**config.mk**
```make
export PLATFORM = sky130hd
export DESIGN_NAME = video_in_dma
export DESIGN_NICKNAME = d
export VERILOG_FILES = /design/src/rtl/video_in_pkg.sv /design/src/rtl/video_in_irq_pulse.sv /design/src/rtl/video_in_dma.sv
export SDC_FILE = /design/constraint.sdc
export NUM_CORES = 1
export LEC_CHECK = 0
export BUFFER_PORTS_ARGS = -buffer_cell sky130_fd_sc_hd__buf_2
export CORE_MARGIN = 2
export CORE_UTILIZATION = 33
export CTS_BUF_LIST = sky130_fd_sc_hd__clkbuf_4
export CTS_CLUSTER_SIZE = 12
export DETAILED_ROUTE_END_ITERATION = 10
export GPL_ROUTABILITY_DRIVEN = 1
export PLACE_DENSITY_LB_ADDON = 0.1
export SYNTH_ARGS = -nofsm -noshare
export SYNTH_HDL_FRONTEND = slang
export SYNTH_SLANG_ARGS = --single-unit
```
**constraint.sdc**
```tcl
create_clock -name clk -period 2.6 [get_ports clk]
set_clock_uncertainty 0.2 [all_clocks]
set_input_delay 0.13 -clock clk [delete_from_list [all_inputs] [get_ports clk]]
set_output_delay 0.13 -clock clk [all_outputs]
set_load 0.01 [all_outputs]
```
**src/rtl/video_in_pkg.sv**
```systemverilog
// Shared types and constants for the video input DMA block.
package video_in_pkg;

   typedef enum logic [1:0] {
      IDLE      = 2'd0,
      WAIT_PACK = 2'd1,
      WRITE     = 2'd2,
      IRQ       = 2'd3
   } state_t;

   localparam int DEF_WIDTH     = 640;
   localparam int DEF_HEIGHT    = 480;
   localparam int DEF_PACK      = 16;
   localparam int P_IRQ_CYC_MIN = 3;

endpackage

```
**src/rtl/video_in_irq_pulse.sv**
```systemverilog
// Frame-done interrupt stretcher: a one-cycle start yields irq for P_LEN cycles.
module video_in_irq_pulse #(
   parameter int P_LEN = 3
) (
   input  logic clk,
   input  logic nRST,
   input  logic start,
   output logic irq,
   output logic last
);
   localparam int CW = $clog2(P_LEN + 1);

   logic [CW-1:0] cnt_q, cnt_d;

   // Load on start, then count down to zero.
   always_comb begin
      cnt_d = cnt_q;
      if (start)
         cnt_d = CW'(P_LEN);
      else if (cnt_q != '0)
         cnt_d = cnt_q - CW'(1);
   end

   // Countdown register.
   always_ff @(posedge clk or negedge nRST) begin
      if (!nRST) cnt_q <= '0;
      else       cnt_q <= cnt_d;
   end

   assign irq  = (cnt_q != '0);
   assign last = (cnt_q == CW'(1));

endmodule

```
**src/rtl/video_in_dma.sv**
```systemverilog
// Video input DMA: drains a FIFO into memory over Wishbone, one frame per base
// address, and raises a stretched irq at frame end.
// Optional: define VIDEO_IN_DMA_ERR_RETRY_EN to retry an ERR'd beat up to 3 times
// before aborting; otherwise the first ERR aborts the frame.
module video_in_dma
   import video_in_pkg::*;
#(
   parameter int P_WIDTH   = DEF_WIDTH,
   parameter int P_HEIGHT  = DEF_HEIGHT,
   parameter int P_PACK    = DEF_PACK,
   parameter int P_IRQ_CYC = 3
) (
   input  logic        clk,
   input  logic        nRST,
   input  logic        addr_valid,
   input  logic [31:0] addr_data,
   input  logic        pack_avail,
   input  logic [31:0] fifo_data,
   output logic        fifo_re,
   output logic        irq,
   output logic        frame_err,
   output logic        wb_CYC_O,
   output logic        wb_STB_O,
   output logic        wb_WE_O,
   output logic [3:0]  wb_SEL_O,
   output logic [31:0] wb_ADR_O,
   output logic [31:0] wb_DAT_O,
   input  logic        wb_ACK_I,
   input  logic        wb_ERR_I
);
   localparam int TOTAL   = P_WIDTH * P_HEIGHT / 4;
   localparam int WC_W    = $clog2(TOTAL) + 1;
   localparam int BC_W    = $clog2(P_PACK) + 1;
   localparam int IRQ_LEN = (P_IRQ_CYC < P_IRQ_CYC_MIN) ? P_IRQ_CYC_MIN : P_IRQ_CYC;

   state_t            state_q, state_d;
   logic [31:0]       base_q, base_d;
   logic [31:0]       pend_addr_q, pend_addr_d;
   logic              pend_q, pend_d;
   logic [WC_W-1:0]   word_cnt_q, word_cnt_d;
   logic [BC_W-1:0]   beat_cnt_q, beat_cnt_d;
   logic              frame_err_q, frame_err_d;
   logic              gap_q, gap_d;      // STB held low for one cycle before a retry
`ifdef VIDEO_IN_DMA_ERR_RETRY_EN
   logic [1:0]        retry_cnt_q, retry_cnt_d;
`endif
   logic              abort;
   logic              irq_start;
   logic              irq_last;
   logic              in_write;

   assign in_write = (state_q == WRITE);

   // Next-state, counters, pending address and FIFO pop.
   always_comb begin
      state_d     = state_q;
      base_d      = base_q;
      pend_addr_d = pend_addr_q;
      pend_d      = pend_q;
      word_cnt_d  = word_cnt_q;
      beat_cnt_d  = beat_cnt_q;
      frame_err_d = 1'b0;
      gap_d       = gap_q;
`ifdef VIDEO_IN_DMA_ERR_RETRY_EN
      retry_cnt_d = retry_cnt_q;
`endif
      abort       = 1'b0;
      irq_start   = 1'b0;
      fifo_re     = 1'b0;

      // Addresses arriving while busy (including the last irq cycle) queue up.
      if (addr_valid && state_q != IDLE) begin
         pend_d      = 1'b1;
         pend_addr_d = addr_data;
      end

      case (state_q)
         IDLE: begin
            if (addr_valid) begin
               base_d     = addr_data;
               word_cnt_d = '0;
               pend_d     = 1'b0;
               state_d    = WAIT_PACK;
            end else if (pend_q) begin
               base_d     = pend_addr_q;
               word_cnt_d = '0;
               pend_d     = 1'b0;
               state_d    = WAIT_PACK;
            end
         end
         WAIT_PACK: begin
            if (pack_avail) begin
               beat_cnt_d = BC_W'(P_PACK);
               gap_d      = 1'b0;
`ifdef VIDEO_IN_DMA_ERR_RETRY_EN
               retry_cnt_d = 2'd0;
`endif
               state_d    = WRITE;
            end
         end
         WRITE: begin
            if (gap_q) begin
               gap_d = 1'b0;
            end else if (wb_ERR_I) begin
`ifdef VIDEO_IN_DMA_ERR_RETRY_EN
               if (retry_cnt_q != 2'd3) begin
                  retry_cnt_d = retry_cnt_q + 2'd1;
                  gap_d       = 1'b1;
               end else begin
                  abort = 1'b1;
               end
`else
               abort = 1'b1;
`endif
            end else if (wb_ACK_I) begin
               fifo_re    = 1'b1;
               word_cnt_d = word_cnt_q + WC_W'(1);
               beat_cnt_d = beat_cnt_q - BC_W'(1);
`ifdef VIDEO_IN_DMA_ERR_RETRY_EN
               retry_cnt_d = 2'd0;
`endif
               if (beat_cnt_q == BC_W'(1)) begin
                  if (word_cnt_q == WC_W'(TOTAL - 1)) begin
                     state_d   = IRQ;
                     irq_start = 1'b1;
                  end else begin
                     state_d = WAIT_PACK;
                  end
               end
            end
         end
         IRQ: begin
            if (irq_last) state_d = IDLE;
         end
         default: state_d = IDLE;
      endcase

      // Bus error abort: leave the frame and whatever remains in the FIFO.
      if (abort) begin
         state_d     = IDLE;
         frame_err_d = 1'b1;
         gap_d       = 1'b0;
      end
   end

   // State and datapath registers.
   always_ff @(posedge clk or negedge nRST) begin
      if (!nRST) begin
         state_q     <= IDLE;
         base_q      <= '0;
         pend_addr_q <= '0;
         pend_q      <= 1'b0;
         word_cnt_q  <= '0;
         beat_cnt_q  <= '0;
         frame_err_q <= 1'b0;
         gap_q       <= 1'b0;
`ifdef VIDEO_IN_DMA_ERR_RETRY_EN
         retry_cnt_q <= 2'd0;
`endif
      end else begin
         state_q     <= state_d;
         base_q      <= base_d;
         pend_addr_q <= pend_addr_d;
         pend_q      <= pend_d;
         word_cnt_q  <= word_cnt_d;
         beat_cnt_q  <= beat_cnt_d;
         frame_err_q <= frame_err_d;
         gap_q       <= gap_d;
`ifdef VIDEO_IN_DMA_ERR_RETRY_EN
         retry_cnt_q <= retry_cnt_d;
`endif
      end
   end

   video_in_irq_pulse #(.P_LEN(IRQ_LEN)) u_irq (
      .clk   (clk),
      .nRST  (nRST),
      .start (irq_start),
      .irq   (irq),
      .last  (irq_last)
   );

   // Bus outputs are decoded from registered state so reset clears them at once.
   assign wb_CYC_O  = in_write;
   assign wb_STB_O  = in_write & ~gap_q;
   assign wb_WE_O   = in_write;
   assign wb_SEL_O  = 4'hF;
   assign wb_ADR_O  = in_write ? base_q + (32'(word_cnt_q) << 2) : 32'h0;
   assign wb_DAT_O  = in_write ? fifo_data : 32'h0;
   assign frame_err = frame_err_q;

endmodule

```
# == After elaboration in Yosys (flattened, before gate mapping) ==
# Index checks and enable logic that the tools add are counted.
# op_classes
reduce_logical,14
n_addsub,4
mux,49
n_bitwise,2
eq_ne,18
# op_table
cell,count
$mux W32,4
$mux W18,5
$pmux W18 S2,1
$add A32 B20 Y32,1
$mux W2,12
$mux W1,20
$mux W5,4
$add A18 B1 Y18 const B,1
$eq A18 B17 Y1 const B,1
$ne A3 B3 Y1 const B,6
$reduce_bool A2 Y1,6
$pmux W5 S2,1
$reduce_and A5 Y1,2
$ne A2 B2 Y1 const B,4
$pmux W2 S4,1
$reduce_and A7 Y1,1
$eq A5 B1 Y1 const B,1
$sub A5 B1 Y5 const B,1
$eq A2 B1 Y1 const B,2
$eq A2 B2 Y1 const B,2
$ne A4 B4 Y1 const B,1
$reduce_and A2 Y1,2
$ne A3 B2 Y1 const B,1
$reduce_bool A3 Y1,1
other kinds (6),6
# totals
out_inout_bits,74
ff_bits,94

# == Depth between registers and ports, before layout ==
# Gate-level depths: netlist (run 1).
# logic_depth
depth_word,8
depth_mapped,10
mapped_depth_nobuf,10

# == By module ==
# A second synthesis (run 1) with hierarchy kept.
# hier_totals
cells_unflattened,623
hier_area_um2,5838.1
# by_module_without_submodules
module,seq_area_each_um2,n_inst,cells_per_inst,area_per_inst_um2
video_in_dma,2277.2,1,611,5715.5
video_in_irq_pulse,50.0,1,12,122.6

# == Worst setup path after synthesis (run 1) ==
# OpenSTA, ideal clock, no wires.
# synth_path
path_type,reg2out
startpoint,register word_cnt_q[0]
endpoint,output port wb_ADR_O[26]
path_stages_with_launch,11
required_ns,2.270
arrival_time_ns,2.474
slack_ns,-0.204
path_cell_list,dfrtp_1 > ha_1 > inv_1 > fa_1 > nand2b_1 > a21oi_1 > o2111ai_1 > o21ai_2 > a41oi_4 > or3_1 > a21oi_1
# synth_between
elab_chain_cells,2
# synth_rtl
item,line_no,source
start: declaration,video_in_dma.sv:40,"logic [WC_W-1:0] word_cnt_q, word_cnt_d;"
start signal: assignment,video_in_dma.sv:165,word_cnt_q <= word_cnt_d;
$add A32 B20 Y32,video_in_dma.sv:188,assign wb_ADR_O = in_write ? base_q + (32'(word_cnt_q) << 2) : 32'h0;
$mux W32,video_in_dma.sv:188,
end: declaration,video_in_dma.sv:26,"output logic [31:0] wb_ADR_O,"
# No other way between the ends.

# == Worst setup path in the final report (run 1) ==
# layout_path
startpoint,register base_q[2]
endpoint,output port wb_ADR_O[24]
# layout_between
elab_chain_cells,2
# layout_rtl
item,line_no,source
start: declaration,video_in_dma.sv:37,"logic [31:0] base_q, base_d;"
start signal: assignment,video_in_dma.sv:162,base_q <= base_d;
$add A32 B20 Y32,video_in_dma.sv:188,
$mux W32,video_in_dma.sv:188,
# No other way between the ends.

==> results of run 1 <==
==> per-stage QoR <==
step / instances / area [sq um] / setup TNS [ns] / setup slack (ns) / hold slack, ns
2_1_floorplan: 624 / 5788 / -0.007640 / -0.007640 / -0.3656
3_3_place_gp: 1033 / 7184 / -1.167 / -0.1922 / -0.05765
3_5_place_dp: 1033 / 7184 / -1.624 / -0.2538 / -0.06010
4_1_cts: 1098 / 7993 / -11.34 / -0.7428 / 0.006912
5_1_grt: 1106 / 8228 / -14.70 / -0.8408 / 0.08498
6_report: 1106 / 8228 / -11.60 / -0.7037 / 0.09552
==> synthesized netlist by cell type (all sizes together) (4+ instances only) <==
library cell  count
dfrtp            93
and2             39
xnor2            12
o21ai            56
a21o              4
clkbuf           23
inv              19
nand3            17
a31oi             4
and3             10
xor2             22
buf               9
or3               9
ha               23
mux2i            32
a21oi            34
mux2             33
nor2             55
nor3              4
nand2            76
nand2b            4
==> power by group <==
group	switching (mW)	leakage, nW	total [mW]	internal [mW]
Clock	0.545	0.0825	0.873	0.328
Sequential	0.386	1.16	2.31	1.93
Combinational	1.60	2.78	2.97	1.37
==> worst max-delay path, delay by kind of cell (launching register included) <==
kind | cells | cell delay, ns
compound gates | 4 | 0.73
fa+ha+maj | 2 | 0.53
buf+inv | 2 | 0.16
flops | 1 | 0.39
simple gates | 3 | 0.67
==> state kept, by name (all words and copies together) (netlist names) <==
| register | flops |
|---|---|
| base_q | 32 |
| beat_cnt_q | 5 |
| frame_err | 1 |
| pend_addr_q | 32 |
| pend_q | 1 |
| state_q | 2 |
| u_irq.cnt_q | 2 |
| word_cnt_q | 18 |
==> per-layer routing <==
metal	part of all wire [%]	track usage, %
met1	50	26.61
met2	45	28.96
met3	3.0	2.461
met4	2.1	5.903
met5	0	0
==> worst paths after layout <==
check	slack, ns	startpoint	end
worst max-delay path	-0.70	base_q[2]	wb_ADR_O[24]
worst min-delay path	0.1	addr_valid	base_q[7]
worst max register to register	0.34	state_q[0]	word_cnt_q[14]
worst min register to register	0.31	base_q[0]	base_q[0]
max in group asynchronous	1.39	nRST	frame_err
min in group asynchronous	0.56	nRST	base_q[5]
==> cell families after synthesis <==
family,synth area share (%)
other,0.06530
AOI/OAI and AO/OA,13.42
adders and majority gates,5.360
xor gates and xnor gates,5.185
and+or+nand+nor,18.74
DFF,40.52
muxes,12.05
buffers and inverters,4.662
==> area by class of cell <==
type                            count  area (sq um)  share of cell area (%)
Antenna cell                        1         2.502                 0.03041
Timing Repair Buffer              273          1871                   22.73
Clock buffer                       11         82.58                   1.004
Clock inverter                      5         65.06                  0.7908
Multi-Input combinational cell    479          3523                   42.82
Inverter                           19         75.07                  0.9124
Sequential cell                    93          2327                   28.28
Tap cell                          225         281.5                   3.422
==> what timing repair did <==
item / 4_1_cts / 5_1_grt
buffers inserted: 13 / 8
resized for setup: 41 / 31
setup endpoints to repair: 49 / 26
hold endpoints to repair: 168 / 1
pin swaps: 27 / 13
hold buffers: 37 / 1
==> impl_metrics.yaml, run 1 <==
outcome:
  status: "complete, but fails checks"
  violations: "setup timing"
critical_path:
  start_kind: "register"
  max_stage_delay_ns: 0.43
  cp_slowest_cell: "or4_4"
  path_max_fanout: 8
  path_class: "reg2out"
  end_kind: "output port"
  worstPathArrival_ns: 2.97
  crit_chain: "ha_2 > inv_2 > fa_2 > nand2b_4 > a21oi_4 > o2111ai_4 > o21ai_4 > a41oi_4 > or4_4 > nand2_1 > buf_2"
  ff2ff_path_depth: 6
  crit_required_ns: 2.27
sta:
  fin_crit_ns: 3.304
  fin_crit_sh_pct: 127.1
  worst_pin_slew_ns: 0.5466
  finalHoldViolCount: 0
  setup_viol: 25
  drv_slew: 0
  timing.fmax_mhz: 302.7
  fin_ws_ns: -0.7037
  relSlewSlack_pct: 63.17
  rsz0062_at_grt: "true"
global_route:
  grt_max_degree: 47
  grt_use_total_pct: 18.54
  grt_pass1_wl_um: 26880
  grt_overflow_total: 0
  antenna_found_initial: 1
  grt_pass1_vias: 5290
yosys:
  synth_area_leaders: "dfrtp_1 41%, mux2_2 6.5%, mux2i_1 5.6%, ha_1 5.0%, nand2_1 5.0%"
  ys_warn_count: 0
  synth_top_area_share_pct: 40.52
  syn_area_sq_um: 5743
  avgSynthCellArea_sq_um: 9.248
  synth_area_leader_cell: "dfrtp_1"
  synth_edf_count: 0
  ys_ff_latch: 93
  yosysSeqAreaShare_pct: 40.52
  synth_cell_types: 55
  synth_flop_cell: "dfrtp_1"
  async_flop_share_pct: 100.0
  synthCells: 621
place:
  port_buffers: 139
  post-dp-hpwl_um: 12650
  place_congestion: 0.8503
power_and_ir_drop:
  p_leak_nw: 4.024
  power_mw: 6.156
  p_per_area_nw_per_um2: 748.1
  ir_drop_v: 0.0003599
clock_tree:
  h-tree-depth: 3
  clock-sinks: 93
  cts_buffers: 9
  clockBufferDepth: 2
  cts_root_buffer: "clkbuf_4"
  clk_latency_ns: 0.49
  cts.clk_slew.worst_paths_ns: 0.18
  cts_tree: "yes"
floorplanning:
  core_sq_um: 17180
  dieArea_sq_um: 18470
  rows: 48
  fp.dieW_um: 135.9
  ioPinCount: 144
  die_y_um: 135.9
  start_util_pct: 33.44
route:
  drt-pass1-iter-count: 4
  wl_um: 17030
  drc: 0
  routedWlPerCell_um: 15.40
  drtIter0Drc: 219
  vias: 5334
  via_per_inst: 4.823
  postRouteAntennaNets: 0
hold_path:
  min_delay_path_depth: 4
  hold_class: "in2reg"
layout:
  most-common-layout-cells: "138 x buf_2, 93 x dfrtp_1, 83 x buf_4, 74 x nand2_1, 53 x nor2_1"
  final_common_cell: "buf_2"
  nNetsFinal: 969
  drive_gt1_share_pct: 39.09
  num-fill-cells: 1713
  postLayoutCoreUtil_pct: 47.90
  areaGrowthSynthToFinish_pct: 43.27
flow_run:
  max_cap_viol_count: 0
Power figures use the tool's default switching activity.
==> run 2: changes to the inputs <==
Settings changed: SKIP_CTS_REPAIR_TIMING set to 1.
==> run 2 against run 1 <==
Against the previous run: combinational power decreased by 3%; largest cell class unchanged; worst hold slack got worse by 0.0036 ns; global-route usage decreased by 0.85 points; the flow still finishes with violations (setup timing); total power decreased by 1.3%; largest power group unchanged; sequential power about the same; final cell count decreased by 0.27%; via count decreased by 0.47%.
==> impl_metrics.yaml, run 2 (synthesis gave the netlist of run 1 again) <==
sta:
  worst_pin_slew_ns: 0.4957
  timing.fmax_mhz: 299.4
  fin_crit_ns: 3.340
  drv_slew: 0
  setup_viol: 25
  rsz0062_at_grt: "true"
  fin_crit_sh_pct: 128.4
  finalHoldViolCount: 0
  relSlewSlack_pct: 66.60
  fin_ws_ns: -0.7397
  tns_ns: -11.92
flow_run:
  max_cap_viol_count: 0
outcome:
  status: "complete, but fails checks"
  violations: "setup timing"
floorplanning:
  core_sq_um: 17180
  ioPinCount: 144
  dieArea_sq_um: 18470
  fp.dieW_um: 135.9
  die_y_um: 135.9
  rows: 48
  start_util_pct: 33.44
global_route:
  grt_max_degree: 47
  grt_use_total_pct: 17.69
  antenna_found_initial: 1
  grt_pass1_wl_um: 25500
  grt_overflow_total: 0
  grt_pass1_vias: 5029
critical_path:
  path_max_fanout: 8
  end_kind: "output port"
  cp_slowest_cell: "dfrtp_1"
  path_class: "reg2out"
  critPathTopFamily: "compound AO/OA/AOI/OAI gates"
  crit_chain: "inv_1 > fa_2 > nand2b_4 > a21oi_4 > o2111ai_4 > o21ai_4 > a41oi_4 > or4_4 > nand2_1 > buf_2"
  start_kind: "register"
  worstPathArrival_ns: 3.01
  crit_required_ns: 2.27
  cp_num_buf_inv: 2
  max_stage_delay_ns: 0.47
route:
  routedWlPerCell_um: 15.32
  vias: 5309
  drc: 0
  drt-pass1-iter-count: 5
  wl_um: 16900
  via_per_inst: 4.813
  postRouteAntennaNets: 0
  drtIter0Drc: 173
clock_tree:
  cts.clk_slew.worst_paths_ns: 0.18
  cts_tree: "yes"
  clockBufferDepth: 2
  h-tree-depth: 3
  clock-sinks: 93
  cts_buffers: 9
  clk_latency_ns: 0.49
  cts_root_buffer: "clkbuf_4"
layout:
  areaGrowthSynthToFinish_pct: 40.85
  top_regs: "base_q (32), pend_addr_q (32), word_cnt_q (18)"
  num-fill-cells: 1747
  fin_cells: 1103
  most-common-layout-cells: "137 x buf_2, 93 x dfrtp_1, 92 x buf_4, 74 x nand2_1, 55 x nor2_1"
  postLayoutCoreUtil_pct: 47.09
  final_common_cell: "buf_2"
  nNetsFinal: 966
  drive_gt1_share_pct: 37.63
power_and_ir_drop:
  switchingPower_mw: 2.491
  internal_power_mw: 3.583
  ir_drop_v: 0.0003592
  power_frac_comb_pct: 47.5
  pwr-share-seq_pct: 38.1
  p_clk_share_pct: 14.4
  p_leak_nw: 3.956
  p_per_area_nw_per_um2: 751.0
  power_mw: 6.074
  switching_share_pct: 41.01
hold_path:
  hold_class: "in2reg"
place:
  place_congestion: 0.8503
  dp_slack_ns: -0.2538
  port_buffers: 139
  place_inst: 1033
  post-dp-hpwl_um: 12650
==> run 2: worst paths after layout <==
| check | startpoint | slack (ns) | end | cells past startpoint |
|---|---|---|---|---|
| min | addr_valid | 0.09 | base_q[7] | 4 |
| min reg2reg | base_q[0] | 0.31 | base_q[0] | 2 |
| max reg2reg | state_q[0] | 0.32 | word_cnt_q[14] | 6 |
| max in group asynchronous | nRST | 1.25 | base_q[11] | 4 |
| min in group asynchronous | nRST | 0.43 | base_q[21] | 3 |
| max | base_q[3] | -0.74 | wb_ADR_O[24] | 10 |
==> run 2: layout make-up <==
cell class,instances,area (sq um),area share [%]
clock buffers,11,82.58,1.021
inverters,19,75.07,0.9281
repair buffers,270,1809,22.37
well taps,225,281.5,3.480
clock inverters,5,65.06,0.8043
multi-input cells,479,3446,42.60
flip-flops and latches,93,2327,28.77
diodes,1,2.502,0.03094
==> run 2: routing by layer <==
metal  track usage, %  up-vias  wire (um)
met5                0        -          0
met4            5.266        0        231
met3            3.430       17        637
met2            27.58      107       7705
met1            24.89     2537       8321
li1                 -     2648          -
==> run 2: tightest hold or removal path, stage by stage <==
cell     delay, ns
buf_2         0.16
buf_12        0.22
mux2i_1       0.16
o21ai_0       0.08
==> run 2: per-stage QoR <==
step,instance area (sq um),hold WS [ns]
2_1_floorplan,5788,-0.3656
3_3_place_gp,7184,-0.05765
3_5_place_dp,7184,-0.06010
4_1_cts,7332,-0.6044
5_1_grt,8089,0.08552
6_report,8089,0.09189
==> run 2: power by group through the flow <==
stage          combinational, mW  clock (mW)  sequential (mW)
3_5_place_dp                2.68           0             2.32
2_1_floorplan               1.74           0             2.21
3_3_place_gp                2.65           0             2.31
6_report                    2.89       0.874             2.31
4_1_cts                     2.69       0.910             2.29
5_1_grt                     3.22       0.972             2.39
